File: config.mk
export PLATFORM = sky130hd
export DESIGN_NAME = uart_rx_flat
export DESIGN_NICKNAME = d
export VERILOG_FILES = /design/src/rtl/uart_pkg.sv /design/src/rtl/uart_rx_if.sv /design/src/rtl/uart_sync2.sv /design/src/rtl/uart_rx.sv /design/src/flat_wrapper.sv
export SDC_FILE = /design/constraint.sdc
export NUM_CORES = 1
export LEC_CHECK = 0
export CAP_MARGIN = 20
export CORE_UTILIZATION = 47
export DETAILED_ROUTE_END_ITERATION = 8
export GPL_TIMING_DRIVEN = 0
export MAX_ROUTING_LAYER = met4
export PLACE_DENSITY = 0.68
export SYNTH_ARGS = -nofsm -noshare
export SYNTH_HDL_FRONTEND = slang
export SYNTH_SLANG_ARGS = --single-unit
File: constraint.sdc
create_clock -name clk -period 2.8 [get_ports clk]
set_input_delay 0.56 -clock clk [delete_from_list [all_inputs] [get_ports clk]]
set_output_delay 0.56 -clock clk [all_outputs]
set_load 0.01 [all_outputs]
File: src/rtl/uart_pkg.sv
// ============================================================================
// Module      : uart_pkg
// Description : Shared UART definitions (state encoding, default bit period)
//               used by uart_rx and uart_tx.
//               Optional feature macro: UART_RX_PARITY_EN (adds PARITY state).
// Revision    : 1.0 - initial release
// ============================================================================
`default_nettype none

package uart_pkg;

  // Default number of clk cycles per serial bit.
  localparam int CLKS_PER_BIT_DEF = 16;

  // Receiver state encoding; PARITY exists only when parity is compiled in.
  typedef enum logic [2:0] {
    ST_IDLE      = 3'd0,
    ST_START     = 3'd1,
    ST_DATA      = 3'd2,
`ifdef UART_RX_PARITY_EN
    ST_PARITY    = 3'd3,
`endif
    ST_STOP      = 3'd4,
    ST_WAIT_IDLE = 3'd5
  } uart_state_e;

endpackage

`default_nettype wire

File: src/rtl/uart_rx_if.sv
// ============================================================================
// Module      : uart_rx_if
// Description : Receive-side result bundle of the UART receiver.
//               master = receiver (drives), slave = consumer (observes).
//               Optional feature macro: UART_RX_PARITY_EN (adds o_parity_err).
// Revision    : 1.0 - initial release
// ============================================================================
`default_nettype none

interface uart_rx_if;

  logic [7:0] o_data;
  logic       o_valid;
  logic       o_frame_err;
  logic       o_busy;
`ifdef UART_RX_PARITY_EN
  logic       o_parity_err;
`endif

  modport master (
`ifdef UART_RX_PARITY_EN
    output o_parity_err,
`endif
    output o_data,
    output o_valid,
    output o_frame_err,
    output o_busy
  );

  modport slave (
`ifdef UART_RX_PARITY_EN
    input o_parity_err,
`endif
    input o_data,
    input o_valid,
    input o_frame_err,
    input o_busy
  );

endinterface

`default_nettype wire

File: src/rtl/uart_sync2.sv
// ============================================================================
// Module      : uart_sync2
// Description : Two-flop synchronizer for a single asynchronous input bit,
//               with a parameterized reset value.
// Revision    : 1.0 - initial release
// ============================================================================
`default_nettype none

module uart_sync2 #(
  parameter logic RESET_VAL = 1'b1
) (
  input  logic clk,
  input  logic rst_n,
  input  logic d,
  output logic q
);

  logic meta_q;
  logic sync_q;

  // Two back-to-back flops settle metastability before the value is used.
  always_ff @(posedge clk or negedge rst_n) begin
    if (!rst_n) begin
      meta_q <= RESET_VAL;
      sync_q <= RESET_VAL;
    end else begin
      meta_q <= d;
      sync_q <= meta_q;
    end
  end

  assign q = sync_q;

endmodule

`default_nettype wire

File: src/rtl/uart_rx.sv
// ============================================================================
// Module      : uart_rx
// Description : UART receiver, 8 data bits LSB first, one stop bit, mid-bit
//               sampling with start-bit glitch rejection and break handling.
//               Optional feature macro: UART_RX_PARITY_EN (8E1 with parity
//               error reporting); undefined gives 8N1.
// Revision    : 1.0 - initial release
// ============================================================================
`default_nettype none

module uart_rx
  import uart_pkg::*;
#(
  parameter int CLKS_PER_BIT = CLKS_PER_BIT_DEF
) (
  input  logic      clk,
  input  logic      rst_n,
  input  logic      i_rx,
  uart_rx_if.master rx_if
);

  localparam int            CW      = $clog2(CLKS_PER_BIT);
  localparam logic [CW-1:0] HALF_M1 = CW'(CLKS_PER_BIT / 2 - 1);
  localparam logic [CW-1:0] FULL_M1 = CW'(CLKS_PER_BIT - 1);

  logic          rx_s;
  uart_state_e   state_q, state_d;
  logic [CW-1:0] clk_cnt_q, clk_cnt_d;
  logic [2:0]    bit_cnt_q, bit_cnt_d;
  logic [7:0]    shift_q, shift_d;
  logic [7:0]    data_q, data_d;
  // Stop-bit verdicts are staged one cycle before they reach the outputs.
  logic          good_pend_q, good_pend_d;
  logic          ferr_pend_q, ferr_pend_d;
  logic          valid_q, valid_d;
  logic          ferr_q, ferr_d;
`ifdef UART_RX_PARITY_EN
  logic          par_q, par_d;
  logic          perr_pend_q, perr_pend_d;
  logic          perr_q, perr_d;
`endif

  uart_sync2 #(.RESET_VAL(1'b1)) u_sync (
    .clk   (clk),
    .rst_n (rst_n),
    .d     (i_rx),
    .q     (rx_s)
  );

  // Next-state, counter, shift register and output-pulse logic.
  always_comb begin
    state_d     = state_q;
    clk_cnt_d   = clk_cnt_q + 1'b1;
    bit_cnt_d   = bit_cnt_q;
    shift_d     = shift_q;
    good_pend_d = 1'b0;
    ferr_pend_d = 1'b0;
    valid_d     = good_pend_q;
    ferr_d      = ferr_pend_q;
    data_d      = good_pend_q ? shift_q : data_q;
`ifdef UART_RX_PARITY_EN
    par_d       = par_q;
    perr_pend_d = 1'b0;
    perr_d      = perr_pend_q;
`endif

    case (state_q)
      ST_IDLE: begin
        clk_cnt_d = '0;
        bit_cnt_d = '0;
        if (!rx_s) begin
          state_d = ST_START;
        end
      end

      ST_START: begin
        if (clk_cnt_q == HALF_M1) begin
          clk_cnt_d = '0;
          // A line already back high at mid start bit was a glitch.
          state_d   = rx_s ? ST_IDLE : ST_DATA;
        end
      end

      ST_DATA: begin
        if (clk_cnt_q == FULL_M1) begin
          clk_cnt_d = '0;
          shift_d   = {rx_s, shift_q[7:1]};
          if (bit_cnt_q == 3'd7) begin
`ifdef UART_RX_PARITY_EN
            state_d = ST_PARITY;
`else
            state_d = ST_STOP;
`endif
          end else begin
            bit_cnt_d = bit_cnt_q + 3'd1;
          end
        end
      end

`ifdef UART_RX_PARITY_EN
      ST_PARITY: begin
        if (clk_cnt_q == FULL_M1) begin
          clk_cnt_d = '0;
          par_d     = rx_s;
          state_d   = ST_STOP;
        end
      end
`endif

      ST_STOP: begin
        if (clk_cnt_q == FULL_M1) begin
          clk_cnt_d = '0;
          if (rx_s) begin
            state_d = ST_IDLE;
`ifdef UART_RX_PARITY_EN
            // Even parity: data bits plus parity bit must XOR to zero.
            if (^{shift_q, par_q}) begin
              perr_pend_d = 1'b1;
            end else begin
              good_pend_d = 1'b1;
            end
`else
            good_pend_d = 1'b1;
`endif
          end else begin
            ferr_pend_d = 1'b1;
            state_d     = ST_WAIT_IDLE;
          end
        end
      end

      ST_WAIT_IDLE: begin
        // Hold off through a break so it yields a single frame error.
        clk_cnt_d = '0;
        if (rx_s) begin
          state_d = ST_IDLE;
        end
      end

      default: begin
        clk_cnt_d = '0;
        state_d   = ST_IDLE;
      end
    endcase
  end

  // State and datapath registers; reset discards any partial frame.
  always_ff @(posedge clk or negedge rst_n) begin
    if (!rst_n) begin
      state_q     <= ST_IDLE;
      clk_cnt_q   <= '0;
      bit_cnt_q   <= '0;
      shift_q     <= '0;
      data_q      <= 8'h00;
      good_pend_q <= 1'b0;
      ferr_pend_q <= 1'b0;
      valid_q     <= 1'b0;
      ferr_q      <= 1'b0;
`ifdef UART_RX_PARITY_EN
      par_q       <= 1'b0;
      perr_pend_q <= 1'b0;
      perr_q      <= 1'b0;
`endif
    end else begin
      state_q     <= state_d;
      clk_cnt_q   <= clk_cnt_d;
      bit_cnt_q   <= bit_cnt_d;
      shift_q     <= shift_d;
      data_q      <= data_d;
      good_pend_q <= good_pend_d;
      ferr_pend_q <= ferr_pend_d;
      valid_q     <= valid_d;
      ferr_q      <= ferr_d;
`ifdef UART_RX_PARITY_EN
      par_q       <= par_d;
      perr_pend_q <= perr_pend_d;
      perr_q      <= perr_d;
`endif
    end
  end

  assign rx_if.o_data      = data_q;
  assign rx_if.o_valid     = valid_q;
  assign rx_if.o_frame_err = ferr_q;
  assign rx_if.o_busy      = (state_q != ST_IDLE);
`ifdef UART_RX_PARITY_EN
  assign rx_if.o_parity_err = perr_q;
`endif

endmodule

`default_nettype wire

File: src/flat_wrapper.sv
// flat-port wrapper written by rule: the top's interface ports become plain ports
module uart_rx_flat import uart_pkg::*;
#(
  parameter int CLKS_PER_BIT = CLKS_PER_BIT_DEF
)
  (clk, rst_n, i_rx, rx_if_o_data, rx_if_o_valid, rx_if_o_frame_err, rx_if_o_busy);
  uart_rx_if rx_if_i ();
  input  logic clk;
  input  logic rst_n;
  input  logic i_rx;
  output wire logic [$bits(rx_if_i.o_data)-1:0] rx_if_o_data;
  output wire logic [$bits(rx_if_i.o_valid)-1:0] rx_if_o_valid;
  output wire logic [$bits(rx_if_i.o_frame_err)-1:0] rx_if_o_frame_err;
  output wire logic [$bits(rx_if_i.o_busy)-1:0] rx_if_o_busy;
  assign rx_if_o_data = rx_if_i.o_data;
  assign rx_if_o_valid = rx_if_i.o_valid;
  assign rx_if_o_frame_err = rx_if_i.o_frame_err;
  assign rx_if_o_busy = rx_if_i.o_busy;
  uart_rx #(.CLKS_PER_BIT(CLKS_PER_BIT)) u_core (.clk(clk), .rst_n(rst_n), .i_rx(i_rx), .rx_if(rx_if_i));
endmodule
; ---- Word-level counts from Yosys, hierarchy flattened
; Index checks and enable logic that the tools add are counted.
; W data, S select, Z words.
[op_classes]
eq_ne = 14
mux = 21
addsub = 2
reduce_logical = 7
[op_table]
columns = cell, n
row1 = $mux W3, 9
row2 = $pmux W3 S5, 1
row3 = $eq A3 B3 Y1 const B, 3
row4 = $mux W4, 2
row5 = $ne A2 B1 Y1 const B, 4
row6 = $pmux W4 S2, 1
row7 = $mux W1, 6
row8 = $ne A2 B2 Y1 const B, 3
row9 = $pmux W3 S2, 1
row10 = $reduce_and A6 Y1, 1
row11 = $add A4 B1 Y4 const B, 1
row12 = $eq A4 B3 Y1 const B, 1
row13 = $eq A4 B4 Y1 const B, 1
row14 = $add A3 B1 Y3 const B, 1
row15 = $eq A3 B1 Y1 const B, 1
row16 = $eq A3 B2 Y1 const B, 1
row17 = $logic_not A3 Y1, 1
row18 = $reduce_and A3 Y1, 1
row19 = $reduce_bool A3 Y1, 1
row20 = $mux W2, 1
row21 = $reduce_and A2 Y1, 1
row22 = $reduce_bool A2 Y1, 1
row23 = $reduce_or A2 Y1, 1
[totals]
out_inout_bits = 11
word_cells = 55
register_bits = 32
input_bits = 3

; ---- Depth between registers and ports, before layout
; Gate-level depths: netlist (run 1).
[depth]
word_depth = 4
depth_mapped = 6
depth_no_buf = 5

; ---- Hierarchy
; A second synthesis (run 1) with hierarchy kept.
[hier_totals]
cells_unflattened = 105
hier_area_um2 = 1408.9
[by_module_without_submodules]
columns = module, cells_per_inst, instances, area_each_um2, seq_area_each_um2
row1 = uart_rx, 103, 1, 1356.3, 750.7
row2 = uart_sync2, 2, 1, 52.6, 52.6

; ---- Worst setup path before layout (run 1)
; OpenSTA, ideal clock, no wires.
[synth_timing]
kind = reg-to-reg
startpoint = reg u_core.clk_cnt_q[0]
endpoint = reg u_core.shift_q[0]
setup_ns = 0.125
setup_slack_ns = 1.136
required_ns = 2.675
path_buffers = 2
path_stages_with_launch = 7
arrival_time_ns = 1.539
path_cell_list = dfrtp_1 > ha_1 > clkbuf_2 > nand3_2 > or3_1 > buf_6 > mux2_4
[synth_via]
elab_chain_len = 2
[synth_lines]
columns = element, line_no
row1 = "start, declared", uart_rx.sv:28  ; logic [CW-1:0] clk_cnt_q, clk_cnt_d;
row2 = "start signal, assigned", uart_rx.sv:166  ; clk_cnt_q <= clk_cnt_d;
row3 = $eq A4 B4 Y1, uart_rx.sv:85  ; if (clk_cnt_q == FULL_M1) begin
row4 = $reduce_and A2 Y1 (no source line), -
row5 = "end signal, assigned", uart_rx.sv:168  ; shift_q <= shift_d;
row6 = "end, declared", uart_rx.sv:30  ; logic [7:0] shift_q, shift_d;
; No other way between the ends.
; A chain may end at the register's enable or synchronous reset.

; ---- Final worst setup path (run 1)
[layout_timing]
startpoint = reg u_core.state_q[1]
endpoint = out rx_if_o_busy
[layout_via]
elab_chain_len = 1
[layout_lines]
columns = element, line_no
row1 = "start, declared", uart_rx.sv:27  ; uart_state_e state_q, state_d;
row2 = "start signal, assigned", uart_rx.sv:165  ; state_q <= state_d;
row3 = $reduce_bool A3 Y1, uart_rx.sv:185  ; assign rx_if.o_busy = (state_q != ST_IDLE);
row4 = "end, declared", flat_wrapper.sv:14  ; output wire logic [$bits(rx_if_i.o_busy)-1:0] rx_if_o_busy;
; No other way between the ends.

==> results.sh, run 1 <==
export IMPL_status="finished clean"
export IMPL_r2r_end="u_core.shift_q[0]"
export IMPL_dr_pass1_iters=4
export IMPL_cp_data_arrival_time_ns=1.84
export IMPL_synth_distinct_cells=37
export IMPL_crit_type="flop to output port"
export IMPL_drt_iter0_markers=20
export IMPL_fin_crit_ns=2.40
export IMPL_setup_ws_ns=0.401
export IMPL_final_period_utilization_pct=85.7
export IMPL_rrSetupSlack_ns=1.00
export IMPL_grtUsageTotal_pct=16.9
export IMPL_cts_tree="built"
export IMPL_r2r_start="u_core.clk_cnt_q[0]"
export IMPL_finalWirelength_um=2140
export IMPL_fp_dieW_um=56.3
export IMPL_vias=838
export IMPL_hold_violations=0
export IMPL_crit_path_end_kind="output port"
export IMPL_power_density_nw_per_um2=613
export IMPL_synth_top_area_share_pct=54.2
export IMPL_hold_depth=0
export IMPL_ant_nets=0
export IMPL_path_clk_slew_ns=0.09
export IMPL_syn_to_final_growth_pct=17.8
export IMPL_start_kind="flop"
export IMPL_numPortBuffers=13
export IMPL_worst_pin_slew_ns=0.649
export IMPL_post_cts_setup_buffers=0
export IMPL_syn_avg_cell_area_um2=13.3
export IMPL_ctsHoldBuffers=0
export IMPL_peakVddDrop_v=0.000502
export IMPL_clk_latency_ns=0.33
export IMPL_hp_class="flop to flop"
export IMPL_diodes=0
export IMPL_grt_pass1_wl_um=3850
export IMPL_fin_nets=131
export IMPL_crit_buf_inv=2
export IMPL_drive_gt1_share_pct=26.2
export IMPL_path_delay_family="buffers and inverters"
export IMPL_drc_errors=0
export IMPL_finalNonFillerCells=157
export IMPL_synth_top_flop_cell="dfrtp_1"
export IMPL_tns_ns=0
export IMPL_slew_headroom_pct=56.6
export IMPL_fin_skew_ns=0.00819
export IMPL_overflow=0
export IMPL_start_util_pct=49.8
export IMPL_slowest_stage="clkdlybuf4s50_1"
export IMPL_max_cap_violations=0
export IMPL_gp_congestion=0.784
export IMPL_slew_viol_final=0
export IMPL_mappedNetlistArea_um2=1390
export IMPL_cts_sinks=32
export IMPL_cts_made_buffers=5
export IMPL_ys_top_cells_by_area="dfrtp_1 54%, mux2_4 8.7%, mux2_2 6.5%, dfstp_2 3.8%, ha_1 2.7%"
export IMPL_root_buffer="clkbuf_4"
export IMPL_setup_violations=0
export IMPL_dp_cells=149
export IMPL_antenna_found_initial=0
export IMPL_synth_top_area_cell="dfrtp_1"
export IMPL_place_ws_ns=0.783
export IMPL_pin_count=14
export IMPL_viasPerCell=5.34
export IMPL_clockBufferDepth=2
export IMPL_first_global_vias=831
export IMPL_synth_edf_count=0
export IMPL_die_height_um=56.3
export IMPL_syn_num_nets=110
export IMPL_whs_ns=0.354
export IMPL_max_freq_mhz=417
export IMPL_syn_inst=104
export IMPL_p_leak_nw=0.760
export IMPL_cp_max_fo=9
export IMPL_rows=19
export IMPL_slowest_delay_ns=0.50
export IMPL_ctsResizeCount=0
export IMPL_postSynth_asyncResetShare_pct=100
export IMPL_ys_warn_count=0
export IMPL_reg2regPathDepth=6
export IMPL_cp_required_ns=2.24
export IMPL_synth_seq_area_share_pct=58.0
export IMPL_hpwl_um=1500
export IMPL_grt_start_max_net_pins=22
export IMPL_power_mw=1.00
export IMPL_dieArea_um2=3170
export IMPL_rsz0062_at_grt="no"
export IMPL_hold_start="u_core.ferr_d"
export IMPL_coreArea_um2=2780
export IMPL_wl_per_cell_um=13.7
export IMPL_hold_end="u_core.rx_if.o_frame_err"
export IMPL_yosys_register_bits=32
export IMPL_cp_cell_sequence="or3_1 > clkbuf_1 > clkdlybuf4s50_1"
export IMPL_cts_htree_levels=2
[cells in the mapped netlist, types with 2 or more instances]
library cell / n
a21oi_1: 5
clkbuf_1: 4
dfrtp_1: 30
dfstp_2: 2
ha_1: 3
inv_1: 4
mux2_2: 8
mux2_4: 8
mux2i_1: 3
nand2_1: 5
nand3_1: 3
nor3_1: 3
or3_1: 2
[placed cells by master (no fill, tap or decap), drive strengths merged]
cell type,synthesis,layout
o221a,1,1
nand2b,2,2
nor4b,1,1
clkbuf,5,12
nand2,5,5
nand4,1,1
nor2b,1,1
o22ai,1,1
dfrtp,30,30
nor3,3,3
and4b,1,1
clkinv,0,1
buf,2,3
a21oi,5,5
clkdlybuf4s50,0,13
nor2,1,1
a2bb2oi,1,1
o21ai,1,1
a31o,1,1
o211ai,1,1
ha,3,3
o21a,1,1
nand3,4,4
mux2,16,16
nand3b,1,1
dfstp,2,2
xor2,1,1
inv,4,4
xnor2,1,1
nor4,2,2
or3,2,2
mux2i,3,3
and2b,1,1
[metal layers]
layer / track usage (%) / wire length, um / share of wire, %
met1: 21.7 / 1020 / 48
met2: 23.6 / 949 / 44
met3: 7.14 / 125 / 5.8
met4: 7.32 / 49 / 2.3
met5: - / 0 / 0
[report_power, final]
| group | internal [mW] | total, mW | switching (mW) |
|---|---|---|---|
| registers | 0.501 | 0.532 | 0.0317 |
| clock network | 0.0977 | 0.247 | 0.149 |
| logic | 0.0994 | 0.221 | 0.122 |
| total | 0.698 | 1.00 | 0.303 |
[flip-flops by register name, summed over array words and instances, names as in the netlist]
signal                    count
u_core.u_sync.meta_q          1
u_core.ferr_d                 1
u_core.u_sync.q               1
u_core.bit_cnt_q              3
u_core.shift_q                8
u_core.rx_if.o_data           8
u_core.good_pend_q            1
u_core.rx_if.o_frame_err      1
u_core.rx_if.o_valid          1
u_core.clk_cnt_q              4
u_core.state_q                3
[final cells by class]
type / count / area (um2)
clock buffer: 7 / 45.0
buffer: 7 / 36.3
fill: 241 / 1150
timing repair buffer: 14 / 158
tap: 31 / 38.8
inverter: 4 / 15.0
multi-input combinational: 61 / 531
sequential: 32 / 803
clock inverter: 1 / 5.00
[kinds of logic after synthesis]
| group | share of synthesized area [%] |
|---|---|
| buffers and inverters | 3.70 |
| adders and majority gates | 2.71 |
| xor gates and xnor gates | 1.26 |
| and+or+nand+nor | 11.2 |
| AOI/OAI and AO/OA | 5.78 |
| DFF | 58.0 |
| muxes | 17.3 |
[per-stage QoR]
stage / area [um2] / util, %
final: 1630 / 58.7
after global routing: 1630 / 58.7
after CTS: 1630 / 58.7
after detailed placement: 1580 / 56.9
after global placement: 1550 / 55.9
after floorplan: 1390 / -
[how the worst max path moves through the flow]
| stage | startpoint | endpoint | depth (start not counted) |
|---|---|---|---|
| after floorplan | u_core.clk_cnt_q[0] | u_core.shift_q[0] | 6 |
| after global placement | rst_n | u_core.rx_if.o_data[6] | 1 |
| after detailed placement | u_core.state_q[1] | rx_if_o_busy | 3 |
| after CTS | u_core.state_q[1] | rx_if_o_busy | 3 |
| after global routing | u_core.state_q[1] | rx_if_o_busy | 3 |
| final | u_core.state_q[1] | rx_if_o_busy | 3 |
Power figures use the tool's default switching activity.
==> inputs of run 2 (changes only) <==
ABC_CLOCK_PERIOD_IN_PS = 2800   (was default)
MAX_ROUTING_LAYER = default   (was met4)
SETUP_SLACK_MARGIN = 0.15   (was default)
==> results.sh, run 2 (same netlist as run 1, synthesis figures left out) <==
export IMPL_status="finished clean"
export IMPL_drt_iter0_markers=18
export IMPL_peakVddDrop_v=0.000502
export IMPL_ctsHoldBuffers=0
export IMPL_max_freq_mhz=417
export IMPL_cts_sinks=32
export IMPL_cts_htree_levels=2
export IMPL_crit_type="flop to output port"
export IMPL_grtUsageTotal_pct=16.4
export IMPL_path_clk_slew_ns=0.09
export IMPL_hp_class="flop to flop"
export IMPL_clk_latency_ns=0.33
export IMPL_start_kind="flop"
export IMPL_dieArea_um2=3170
export IMPL_tns_ns=0
export IMPL_fp_dieW_um=56.3
export IMPL_r2r_start="u_core.clk_cnt_q[0]"
export IMPL_first_global_vias=835
export IMPL_rrSetupSlack_ns=1.00
export IMPL_cp_data_arrival_time_ns=1.84
export IMPL_syn_to_final_growth_pct=17.8
export IMPL_max_cap_violations=0
export IMPL_fin_skew_ns=0.00808
export IMPL_grt_met3_usage_pct=7.14
export IMPL_slew_headroom_pct=56.5
export IMPL_final_cell_mix="30 x dfrtp_1, 13 x clkdlybuf4s50_1, 8 x mux2_2, 8 x mux2_4, 6 x clkbuf_1"
export IMPL_grtUsageMet2_pct=23.6
export IMPL_vias=855
export IMPL_overflow=0
export IMPL_crit_path_end_kind="output port"
export IMPL_antenna_found_initial=0
export IMPL_power_mw=1.00
export IMPL_start_util_pct=49.8
export IMPL_ant_nets=0
export IMPL_cp_startpoint="u_core.state_q[1]"
export IMPL_post_cts_setup_buffers=0
export IMPL_clockBufferDepth=2
export IMPL_root_buffer="clkbuf_4"
export IMPL_slew_viol_final=0
export IMPL_final_period_utilization_pct=85.6
export IMPL_cts_tree="built"
export IMPL_ctsResizeCount=0
export IMPL_fin_crit_ns=2.40
export IMPL_worst_pin_slew_ns=0.650
export IMPL_cp_required_ns=2.24
export IMPL_drive_gt1_share_pct=26.2
export IMPL_met1_usage_pct=21.6
export IMPL_wl_per_cell_um=13.6
export IMPL_fill_cells=241
export IMPL_final_common_cell="dfrtp_1"
export IMPL_p_leak_nw=0.760
export IMPL_grt_start_max_net_pins=22
export IMPL_power_density_nw_per_um2=613
export IMPL_cp_max_fo=9
export IMPL_rsz0062_at_grt="no"
export IMPL_cts_made_buffers=5
export IMPL_finalWirelength_um=2140
export IMPL_hold_start="u_core.ferr_d"
export IMPL_hpwl_um=1500
export IMPL_rows=19
export IMPL_drc_errors=0
export IMPL_viasPerCell=5.45
export IMPL_hold_violations=0
export IMPL_busiest_layer="met2"
export IMPL_coreArea_um2=2780
export IMPL_grt_pass1_wl_um=3840
export IMPL_setup_violations=0
export IMPL_gp_congestion=0.773
export IMPL_pin_count=14
export IMPL_whs_ns=0.354
export IMPL_diodes=0
export IMPL_die_height_um=56.3
export IMPL_fin_nets=131
export IMPL_dr_pass1_iters=4
export IMPL_numPortBuffers=13
## run 2: final cells by class
class | instances | area, um2 | share of cell area (%)
buffer | 7 | 36.3 | 2.22
clock buffer | 7 | 45.0 | 2.76
clock inverter | 1 | 5.00 | 0.307
inverter | 4 | 15.0 | 0.920
multi-input combinational | 61 | 531 | 32.5
sequential | 32 | 803 | 49.2
tap | 31 | 38.8 | 2.38
timing repair buffer | 14 | 158 | 9.66
## run 2: per-stage QoR
step           util (%)  cells  area (um2)  setup WS, ns
6_report           58.7    157        1630         0.403
3_5_place_dp       56.9    149        1580         0.783
3_3_place_gp       55.9    148        1550         0.604
4_1_cts            58.7    157        1630         0.393
2_1_floorplan         -    104        1390          1.14
5_1_grt            58.7    157        1630         0.304
## run 2: metal layers
| layer | wire [um] | vias up |
|---|---|---|
| met4 | 52 | 0 |
| met3 | 102 | 8 |
| li1 | - | 410 |
| met1 | 1030 | 415 |
| met5 | 0 | - |
| met2 | 950 | 22 |
## run 2: critical path: stages (launching register included)
cell and delay (ns):
dfrtp_1 0.48, or3_1 0.37, clkbuf_1 0.16, clkdlybuf4s50_1 0.50
## run 2: worst paths after layout
check,to,cells after the start
worst max-delay path,rx_if_o_busy,3
worst min-delay path,u_core.rx_if.o_frame_err,0
worst max register to register,u_core.shift_q[0],6
worst min register to register,u_core.rx_if.o_frame_err,0
max in group asynchronous,u_core.shift_q[0],2
min in group asynchronous,u_core.bit_cnt_q[0],1
## run 2: power breakdown
part	internal [mW]	switching, mW
clock network	0.0977	0.149
logic	0.0994	0.123
registers	0.501	0.0312
